## src/rtl/proc_issue_arbiter_if.sv

```systemverilog
// Bus between the issue arbiter, its two instruction requesters and the shared processor.
// slave is the arbiter's view; master is the surrounding environment's view.
interface proc_issue_arbiter_if #(
    parameter int IW = 16
);
    logic          req0_valid;
    logic [IW-1:0] req0_instr;
    logic          req0_ready;
    logic          req1_valid;
    logic [IW-1:0] req1_instr;
    logic          req1_ready;
    logic [IW-1:0] proc_instr;
    logic          proc_run;
    logic          proc_done;
    logic          cmp_valid;
    logic          cmp_id;
    logic          cmp_timeout;

    modport slave (
        input  req0_valid, req0_instr, req1_valid, req1_instr, proc_done,
        output req0_ready, req1_ready, proc_instr, proc_run,
        output cmp_valid, cmp_id, cmp_timeout
    );

    modport master (
        output req0_valid, req0_instr, req1_valid, req1_instr, proc_done,
        input  req0_ready, req1_ready, proc_instr, proc_run,
        input  cmp_valid, cmp_id, cmp_timeout
    );
endinterface

```

## src/rtl/proc_issue_arbiter.sv

```systemverilog
// Round-robin issue of two requesters' instructions to the shared mv/add/sub/mult processor,
// reporting a done-or-watchdog completion per instruction tagged with the owning requester.
module proc_issue_arbiter #(
    parameter int IW          = 16,
    parameter int TIMEOUT_CYC = 8     // legal 4..255
) (
    input  logic                clk,
    input  logic                reset,
    proc_issue_arbiter_if.slave bus,
    output logic                busy,
    output logic [7:0]          done_cnt
);
    localparam logic [1:0] S_IDLE  = 2'd0;
    localparam logic [1:0] S_ISSUE = 2'd1;
    localparam logic [1:0] S_WAIT  = 2'd2;
    localparam logic [7:0] WAIT_LAST = 8'(TIMEOUT_CYC - 1);

    typedef struct packed {
        logic          id;
        logic [IW-1:0] instr;
    } hold_t;

    logic [1:0]         state;
    logic               prio;
    hold_t              hold;
    logic [7:0]         wait_cnt;
    logic [1:0]         req_valid;
    logic [1:0][IW-1:0] req_instr;
    logic [1:0]         grant;
    logic               gnt_id;
    logic               cmp_valid_q;
    logic               cmp_id_q;
    logic               cmp_timeout_q;

    assign req_valid = {bus.req1_valid, bus.req0_valid};
    assign req_instr = {bus.req1_instr, bus.req0_instr};

    // Grant is combinational in IDLE; held off during reset so every output reads 0 there.
    always_comb begin
        grant = '0;
        if (state == S_IDLE && reset) begin
            if (req_valid[prio])
                grant[prio] = 1'b1;
            else if (req_valid[~prio])
                grant[~prio] = 1'b1;
        end
    end

    assign gnt_id = grant[1];

    always_ff @(posedge clk or negedge reset) begin
        if (!reset) begin
            state         <= S_IDLE;
            prio          <= 1'b0;
            hold          <= '0;
            wait_cnt      <= '0;
            cmp_valid_q   <= 1'b0;
            cmp_id_q      <= 1'b0;
            cmp_timeout_q <= 1'b0;
            done_cnt      <= '0;
        end else begin
            cmp_valid_q   <= 1'b0;
            cmp_id_q      <= 1'b0;
            cmp_timeout_q <= 1'b0;
            case (state)
                S_IDLE: begin
                    if (|grant) begin
                        hold.instr <= req_instr[gnt_id];
                        hold.id    <= gnt_id;
                        prio       <= ~gnt_id;
                        state      <= S_ISSUE;
                    end
                end
                S_ISSUE: begin
                    wait_cnt <= '0;
                    state    <= S_WAIT;
                end
                S_WAIT: begin
                    // done takes precedence over a watchdog expiring in the same cycle
                    if (bus.proc_done) begin
                        state       <= S_IDLE;
                        cmp_valid_q <= 1'b1;
                        cmp_id_q    <= hold.id;
                        done_cnt    <= done_cnt + 8'd1;
                    end else if (wait_cnt == WAIT_LAST) begin
                        state         <= S_IDLE;
                        cmp_valid_q   <= 1'b1;
                        cmp_id_q      <= hold.id;
                        cmp_timeout_q <= 1'b1;
                    end else begin
                        wait_cnt <= wait_cnt + 8'd1;
                    end
                end
                default: state <= S_IDLE;
            endcase
        end
    end

    assign bus.req0_ready  = grant[0];
    assign bus.req1_ready  = grant[1];
    assign bus.proc_instr  = hold.instr;
    assign bus.proc_run    = (state == S_ISSUE);
    assign bus.cmp_valid   = cmp_valid_q;
    assign bus.cmp_id      = cmp_id_q;
    assign bus.cmp_timeout = cmp_timeout_q;
    assign busy            = (state != S_IDLE);
endmodule

```

## src/flat_wrapper.sv

```systemverilog
// flat-port wrapper written by rule: the top's interface ports become plain ports
module proc_issue_arbiter_flat 
#(
    parameter int IW          = 16,
    parameter int TIMEOUT_CYC = 8                    
)
  (clk, reset, busy, done_cnt, bus_req0_valid, bus_req0_instr, bus_req1_valid, bus_req1_instr, bus_proc_done, bus_req0_ready, bus_req1_ready, bus_proc_instr, bus_proc_run, bus_cmp_valid, bus_cmp_id, bus_cmp_timeout);
  proc_issue_arbiter_if #(.IW(IW)) bus_i ();
  input  logic clk;
  input  logic reset;
  output logic busy;
  output logic [7:0] done_cnt;
  input wire logic [$bits(bus_i.req0_valid)-1:0] bus_req0_valid;
  input wire logic [$bits(bus_i.req0_instr)-1:0] bus_req0_instr;
  input wire logic [$bits(bus_i.req1_valid)-1:0] bus_req1_valid;
  input wire logic [$bits(bus_i.req1_instr)-1:0] bus_req1_instr;
  input wire logic [$bits(bus_i.proc_done)-1:0] bus_proc_done;
  output wire logic [$bits(bus_i.req0_ready)-1:0] bus_req0_ready;
  output wire logic [$bits(bus_i.req1_ready)-1:0] bus_req1_ready;
  output wire logic [$bits(bus_i.proc_instr)-1:0] bus_proc_instr;
  output wire logic [$bits(bus_i.proc_run)-1:0] bus_proc_run;
  output wire logic [$bits(bus_i.cmp_valid)-1:0] bus_cmp_valid;
  output wire logic [$bits(bus_i.cmp_id)-1:0] bus_cmp_id;
  output wire logic [$bits(bus_i.cmp_timeout)-1:0] bus_cmp_timeout;
  assign bus_i.req0_valid = bus_req0_valid;
  assign bus_i.req0_instr = bus_req0_instr;
  assign bus_i.req1_valid = bus_req1_valid;
  assign bus_i.req1_instr = bus_req1_instr;
  assign bus_i.proc_done = bus_proc_done;
  assign bus_req0_ready = bus_i.req0_ready;
  assign bus_req1_ready = bus_i.req1_ready;
  assign bus_proc_instr = bus_i.proc_instr;
  assign bus_proc_run = bus_i.proc_run;
  assign bus_cmp_valid = bus_i.cmp_valid;
  assign bus_cmp_id = bus_i.cmp_id;
  assign bus_cmp_timeout = bus_i.cmp_timeout;
  proc_issue_arbiter #(.IW(IW), .TIMEOUT_CYC(TIMEOUT_CYC)) u_core (.clk(clk), .reset(reset), .bus(bus_i), .busy(busy), .done_cnt(done_cnt));
endmodule
```

## config.mk

```make
export PLATFORM = sky130hd
export DESIGN_NAME = proc_issue_arbiter_flat
export DESIGN_NICKNAME = d
export VERILOG_FILES = /design/src/rtl/proc_issue_arbiter_if.sv /design/src/rtl/proc_issue_arbiter.sv /design/src/flat_wrapper.sv
export SDC_FILE = /design/constraint.sdc
export NUM_CORES = 1
export LEC_CHECK = 0
export ABC_AREA = 1
export CORE_AREA = 2 2 71 73
export CTS_BUF_LIST = sky130_fd_sc_hd__clkbuf_4 sky130_fd_sc_hd__clkbuf_8
export DETAILED_ROUTE_END_ITERATION = 6
export DIE_AREA = 0 0 73 75
export GPL_TIMING_DRIVEN = 1
export HOLD_SLACK_MARGIN = 0.08
export PLACE_DENSITY = 0.8
export SLEW_MARGIN = 10
export SYNTH_ARGS = -nofsm -noshare
export SYNTH_HDL_FRONTEND = slang
export SYNTH_SLANG_ARGS = --single-unit
```

## constraint.sdc

```tcl
create_clock -name clk -period 2.9 [get_ports clk]
set_input_delay 0.725 -clock clk [delete_from_list [all_inputs] [get_ports clk]]
set_output_delay 0.725 -clock clk [all_outputs]
set_load 0.02 [all_outputs]
```

==> results.md, run 1 <==
- The run finished with clean final reports.
- For hold timing, the worst endpoint is u_core.bus.proc_instr[9].
- The worst path meets setup with 0.4392 ns of slack.
- The commonest cells after synthesis are nand2_1, dfrtp_1, nand3_1, nor2_1, buf_4.
- Across the routed clock network, the largest skew measured is 0.008192 ns.
- The worst setup timing slack at the placement stage is 0.05503 ns.
- The area growth from synthesis to final layout is 34.65%.
- In the final timing run, aggregate negative setup slack is 0 ns.
- In the final layout, flip-flops and latches occupy 975.9 um^2.
- The class of the worst hold path is reg2reg.
- The number of routed nets with antenna violations is 0.
- Yosys instantiated no cell more often than nand2_1.
- The type of the setup path with the least slack is in2out.
- The first-pass iteration count of the detailed router is 4.
- In this run the clock root is driven by a clkbuf_8.
- After detailed routing, the number of vias per cell comes to 4.797.
- The depth of the worst register-to-register path is 6.
- The via count of the first global-routing pass came to 1701.
- Net switching is 38.85% of the power.
- Setup repair after global routing left no endpoint under its margin.
- The register-to-register setup slack is 1.35 ns.
- The standard cell core area is 4661 um^2.
- The row count is 25.
- IR analysis of the VDD net gives a maximum drop of 355.5 uV.
- The tool flagged a number of max-cap violations equal to 0.
- In the final routed layout, each cell accounts on average for 11.61 um.
- The most used flip-flop cell after synthesis is dfrtp_1.
- The count of final hold-check violations came to 0.
- The longest clock path from root to sink contains 2 buffers.
- The actual transition at the worst max-transition pin is 0.4788 ns.
- The endpoint class of the critical path is an output port.
- The share of power burned in the clock network is 16.3%.
- Pin placement for this block handled 68 I/O pins.
- Cell internal power was estimated by the tool at 1.376 mW.
- The final layout contains routed wiring with a total length of 4225 um.
- In the synthesized netlist the async set-or-reset flop fraction comes to 100.0%.
- The TritonCTS buffer count is 5.
- The worst pin sits at a relative slew slack of 68.08%.
- The number of DRC violations after detailed-routing iteration 0 is 92.
- The max-slew violation count was 0.
- The relative contribution of sequential cells to total power is 37.9%.
- Global routing consumed, over all layers together, 17.32% of the routing resources.
- The endpoint identified for the worst register-to-register timing path is u_core.wait_cnt[6].
- In this run the critical register-to-register path is launched from u_core.wait_cnt[0].
- The net switching power figure is 0.8743 mW.
- The clock slew at the register clock pins of the worst setup and hold paths is 0.08 ns.
- In this run, synthesis inferred 0 flip-flops with an integrated enable.
- The congestion estimate from routability-driven global placement came to 0.8105.
- The synthesized netlist cell count is 251.
- Summed over all nets, the half-perimeter wirelength after detailed placement is 3176 um.
- The full die area is 5475 um^2.
- The distinct cell type count after synthesis is 28.
- The floorplan step set the die width to 73 um.
- The worst-path maximum fanout is 3.
- The H-tree was split into 2 levels.
- Setup violations remaining at the end of the flow were counted as 0.
- In this run the power density over the cells is 823.5 nW/um^2.
- Data on the critical path is required at its endpoint by 2.17 ns.
- TritonCTS built the clock tree.
- The fraction of the yosys area taken by sequential cells is 48.09%.
- The critical path startpoint category is a primary input.
- Gates resized during post-CTS repair numbered 0.
- After synthesis the netlist holds a flip-flop and latch count of 39.
- Input and output buffers added on the ports amount to 67.
- The cell area after technology mapping is 2029 um^2.
- The repair_antennas step left the layout with diodes totalling 0.
- The portion of synthesized cell area occupied by the leading cell type is 48.09%.
- The share of post-route cells with drive strength above 1 is 8.387%.
- Clock latency on the worst-skew pair, taken at its later pin, is 0.29 ns.
- The number of inserted filler cells in the final layout is 431.
- The largest net degree at the start of global routing is 40.
- For this configuration, the core starts out at a cell density of 43.54%.
- The shortest period the worst path allows is 2.461 ns.
- The multi-input gate area in the final layout is 823.3 um^2.
- The tightest hold path in the finished design has a slack of 0.4811 ns.
- The worst hold path passes through 2 cells.
- The source of the worst hold timing path is u_core.bus.proc_instr[9].
- The biggest area contributor in the post-synthesis netlist is dfrtp_1.
- Static timing analysis puts the maximum clock frequency at 406.4 MHz.
- The DRC violation count after routing is 0.
- The routed layout has 1746 vias.
- The count of synthesis-stage warnings from yosys is 0.
- The final global-route overflow total is 0.
- The sink count of the clock tree is 39.
- In this run the static leakage power is 1.319 nW.
- The ratio of final minimum period to clock period is 84.85%.
- The per-instance average area after synthesis is 8.085 um^2.
- After clock tree synthesis, the flow added hold-fix buffers numbering 0.
- The global-route wire length before repair is 7389 um.
- From bottom edge to top edge, the die measures 75 um.
- Ranked by total cell area, the synthesized netlist is headed by dfrtp_1, nand2_1, nand3_1, buf_4, nor2_1.
- The combinational power share is 45.7%.
- Data on the critical path arrives at its endpoint at 1.74 ns.
- The number of nets in the layout is 348.
- The number of antenna violations at the first check in global routing was 0.
- The post-synth net total is 290.
- The number of setup buffers added after CTS is 0.
per-layer routing:
layer / GRT usage [%] / wire length (um)
met2: 29.43 / 2079
met1: 22.31 / 1862
met5: 0 / 0
met4: 4.938 / 36
met3: 3.882 / 246
state kept, by name, summed over array words and instances (netlist names):
name	count
u_core.done_cnt	8
u_core.wait_cnt	8
u_core.bus.cmp_id	1
u_core.bus.cmp_valid	1
u_core.hold	1
u_core.bus.cmp_timeout	1
u_core.bus.proc_instr	16
u_core.prio	1
u_core.state	2
critical path, stage by stage:
cell	delay, ns
clkdlybuf4s50_1	0.47
inv_1	0.04
nor2_1	0.09
nand2_1	0.12
inv_4	0.07
dlymetal6s2s_1	0.21
metrics by stage:
step           power, mW  instances  utilization, %  instance area [um^2]
2_1_floorplan      1.563        251               -                  2029
3_3_place_gp       1.881        356           56.62                  2639
3_5_place_dp       1.909        356           56.62                  2639
4_1_cts            2.283        364           58.52                  2728
5_1_grt            2.406        364           58.63                  2733
6_report           2.250        364           58.63                  2733
layout make-up:
class	instances	area share [%]
sequential	39	35.71
multi-input combinational	172	30.13
timing repair buffer	70	25.37
clock buffer	7	3.068
inverter	21	3.068
tap	54	2.473
clock inverter	1	0.1832
worst max path at each step:
stage / cells past startpoint / slack, ns / to / start
4_1_cts: 6 / 0.05 / bus_req1_ready / bus_req1_valid
6_report: 6 / 0.44 / bus_req1_ready / bus_req1_valid
5_1_grt: 7 / 0.32 / bus_req1_ready / bus_req0_valid
3_5_place_dp: 6 / 0.06 / bus_req1_ready / bus_req1_valid
3_3_place_gp: 6 / 0.07 / bus_req0_ready / bus_req0_valid
2_1_floorplan: 6 / 0.88 / bus_req1_ready / bus_req0_valid
power by group through the flow:
stage | Sequential (mW) | Clock [mW] | Combinational (mW)
after floorplan | 0.887 | 0 | 0.676
after global placement | 0.854 | 0 | 1.03
after CTS | 0.854 | 0.381 | 1.05
final | 0.853 | 0.368 | 1.03
after global routing | 0.881 | 0.400 | 1.13
after detailed placement | 0.861 | 0 | 1.05
cell families after synthesis:
group,synth area share (%)
multiplexers,0.5548
AO/OA/AOI/OAI,2.158
XOR/XNOR,1.295
AND/OR/NAND/NOR,35.33
adder cells (fa/ha/maj),1.233
buffers and inverters,11.34
flip-flops,48.09
layout by cell type (no fill, tap or decap), drive strengths merged:
cell / instances
nand2: 94
clkdlybuf4s50: 64
dfrtp: 39
nand3: 33
nor2: 24
inv: 20
clkbuf: 7
o21ai: 4
buf: 4
nand3b: 3
nor3: 3
xor2: 2
nor3b: 2
ha: 2
dlymetal6s2s: 2
clkinv: 2
a21oi: 1
or2: 1
mux2: 1
xnor2: 1
o21bai: 1
Note: power is estimated with default switching activity, not from simulation.
==> run 2: changes to the inputs <==
==> constraint.sdc (replaced) <==
create_clock -name clk -period 2.4 [get_ports clk]
set_input_delay 0.6 -clock clk [delete_from_list [all_inputs] [get_ports clk]]
set_output_delay 0.6 -clock clk [all_outputs]
set_load 0.02 [all_outputs]
==> results.md, run 2 (same netlist as run 1, synthesis figures left out) <==
- The critical path startpoint category is a primary input (unchanged).
- The register-to-register setup slack is 0.85 ns (was 1.35 ns).
- The type of the setup path with the least slack is in2out (unchanged).
- The startpoint of the worst register-to-register path is u_core.wait_cnt[0] (unchanged).
- Top library cells by usage in the layout, fill and taps aside: nand2_1, clkdlybuf4s50_1, dfrtp_1 (unchanged).
- The detailed-route wire length per cell came to 11.42 um (was 11.61 um).
- The height of the chip came to 75 um (unchanged).
- The highest attainable clock frequency is 433.7 MHz.
- The origin of the worst setup path is bus_req0_valid (was bus_req1_valid).
- The worst hold slack is 0.3807 ns (was 0.4811 ns).
- The row count came to 25 (unchanged).
- The number of DRC violations after detailed-routing iteration 0 is 92 (unchanged).
- The total half-perimeter wirelength after legalization and detailed placement is 3096 um (was 3176 um).
- The clock slew at the register clock pins of the worst setup and hold paths is 0.07 ns (was 0.08 ns).
- The largest net degree at the start of global routing was 40 (unchanged).
- The critical path data arrival time is 1.71 ns (was 1.74 ns).
- The worst-path maximum fanout is 2 (was 3).
- The maximum level of the CTS H-tree is 2 (unchanged).
- The relative max-transition margin is 67.62% (was 68.08%).
- The last element of the critical path is bus_req0_ready (was bus_req1_ready).
- The global-route wire length before repair is 7362 um (was 7389 um).
- The root buffer cell was clkbuf_8 (unchanged).
- The DRC violation count after routing is 0 (unchanged).
- The number of cells in the finished layout apart from fillers is 364 (unchanged).
- Status: finished clean (unchanged).
- The cell total after placement is 356 (unchanged).
- The standard cell core area is 4661 um^2 (unchanged).
- The placed standard-cell area came to 2639 um^2 (unchanged).
- The number of placed I/O pins is 68 (unchanged).
- The depth of the worst register-to-register path is 6 (unchanged).
- The starting utilization of the core area was 43.54% (unchanged).
- The number of antenna violations at the first check in global routing is 0 (unchanged).
- The actual transition at the worst max-transition pin is 0.4857 ns (was 0.4788 ns).
- The share of post-route cells with drive strength above 1 is 8.710% (was 8.387%).
- The count of antenna diodes in the layout came to 0 (unchanged).
- The setup TNS is 0 ns (unchanged).
- The number of inserted filler cells in the final layout was 428 (was 431).
- The final count of negative-setup-slack endpoints is 0 (unchanged).
- The number of hold buffers added after CTS is 0 (unchanged).
- The finished layout cell area is 2721 um^2 (was 2733 um^2).
- The number of violations of the max-capacitance limit is 0 (unchanged).
- The via count of the first global-routing pass is 1623 (was 1701).
- RSZ-0062 raised after global routing: no (unchanged).
- The number of routed nets with antenna violations came to 0 (unchanged).
- The TritonCTS buffer count is 5 (unchanged).
- The width of the die is 73 um (unchanged).
- The worst endpoint required time is 1.80 ns (was 2.17 ns).
- The clock latency on the worst-skew pair is 0.29 ns (about the same).
- The via count of the routed design is 1772 (was 1746).
- The sink count of the clock tree came to 39 (unchanged).
- The TritonCTS clock tree is done (unchanged).
- The first-pass iteration count of the detailed router is 4 (unchanged).
- The class of the worst hold path is in2async (was reg2reg).
- The leakage power total came to 1.291 nW (was 1.319 nW).
- The final global-route overflow total is 0 (unchanged).
- The number of flip-flops under the largest register name is 16 (unchanged).
- The destination of the worst register-to-register timing path is u_core.wait_cnt[6] (unchanged).
- The full die area was 5475 um^2 (unchanged).
- The most common cell after layout, fill and taps aside is nand2_1 (unchanged).
- The number of buffers added on ports is 67 (unchanged).
- The routed wire length is 4156 um (was 4225 um).
- The overall global routing resource usage is 17.35% (was 17.32%).
- The buffer depth of the longest clock path is 2 (unchanged).
- The shortest period the worst path allows is 2.306 ns.
- The endpoint class of the critical path is an output port (unchanged).
- The max-slew violation count is 0 (unchanged).
- The number of nets in the layout is 348 (unchanged).
- The overall power is 2.712 mW (was 2.250 mW).
- The placer congestion estimate is 0.8135 (was 0.8105).
- The post-route clock skew is 0.005211 ns (was 0.008192 ns).
- Of the available clock period, the critical path in the final layout requires 96.07%.
- The number of vias per cell after detailed routing is 4.868 (was 4.797).
- The count of final hold-check violations is 0 (unchanged).
- The area growth from synthesis to final layout came to 34.09% (was 34.65%).
- The power per unit of standard cell area was 996.6 nW/um^2 (was 823.5 nW/um^2).
- The maximum vdd drop is 437.7 uV (was 355.5 uV).
==> run 2: metrics by stage <==
stage	setup slack (ns)	utilization (%)
floorplan	0.6273	-
global placement	-0.1759	56.62
detailed placement	-0.1959	56.62
CTS	0.06860	58.47
global route	0.03323	58.39
finish	0.09434	58.39
==> run 2: worst max-delay path, cell delays in order <==
cell,delay [ns]
clkdlybuf4s50_1,0.45
inv_1,0.04
a21oi_1,0.11
nand2_1,0.11
inv_4,0.07
dlygate4sd2_1,0.32
==> run 2: cell type report <==
cell class	instances	area (um^2)	area share [%]
clock inverter	1	5.005	0.1839
tap	54	67.56	2.483
multi-input combinational	172	823.3	30.25
clock buffer	7	83.83	3.080
timing repair buffer	70	681.9	25.06
sequential	39	975.9	35.86
inverter	21	83.83	3.080
==> run 2: timing repair <==
item,in CTS,in global routing
setup endpoints to repair,2,1
cloned,0,0
setup buffers,0,0
resized for setup,2,2
==> run 2: worst min path at each step <==
stage	from	to	slack [ns]
3_5_place_dp	u_core.bus.proc_instr[9]	u_core.bus.proc_instr[9]	0.47
2_1_floorplan	reset	u_core.bus.cmp_id	0.30
4_1_cts	reset	u_core.wait_cnt[5]	0.39
5_1_grt	reset	u_core.wait_cnt[1]	0.42
6_report	reset	u_core.done_cnt[0]	0.38
3_3_place_gp	u_core.bus.proc_instr[0]	u_core.bus.proc_instr[0]	0.46
==> run 2: metal layers <==
metal | vias up | share of wire, % | GRT usage [%]
met5 | - | 0 | 0
met4 | 0 | 1.1 | 4.321
met3 | 7 | 7.0 | 5.622
met2 | 59 | 49 | 28.63
met1 | 821 | 43 | 22.20
li1 | 885 | - | -
==> run 2: where the power goes <==
part / internal, mW / switching (mW)
clock: 0.227 / 0.219
combinational: 0.554 / 0.682
sequential: 0.879 / 0.151
total: 1.66 / 1.05
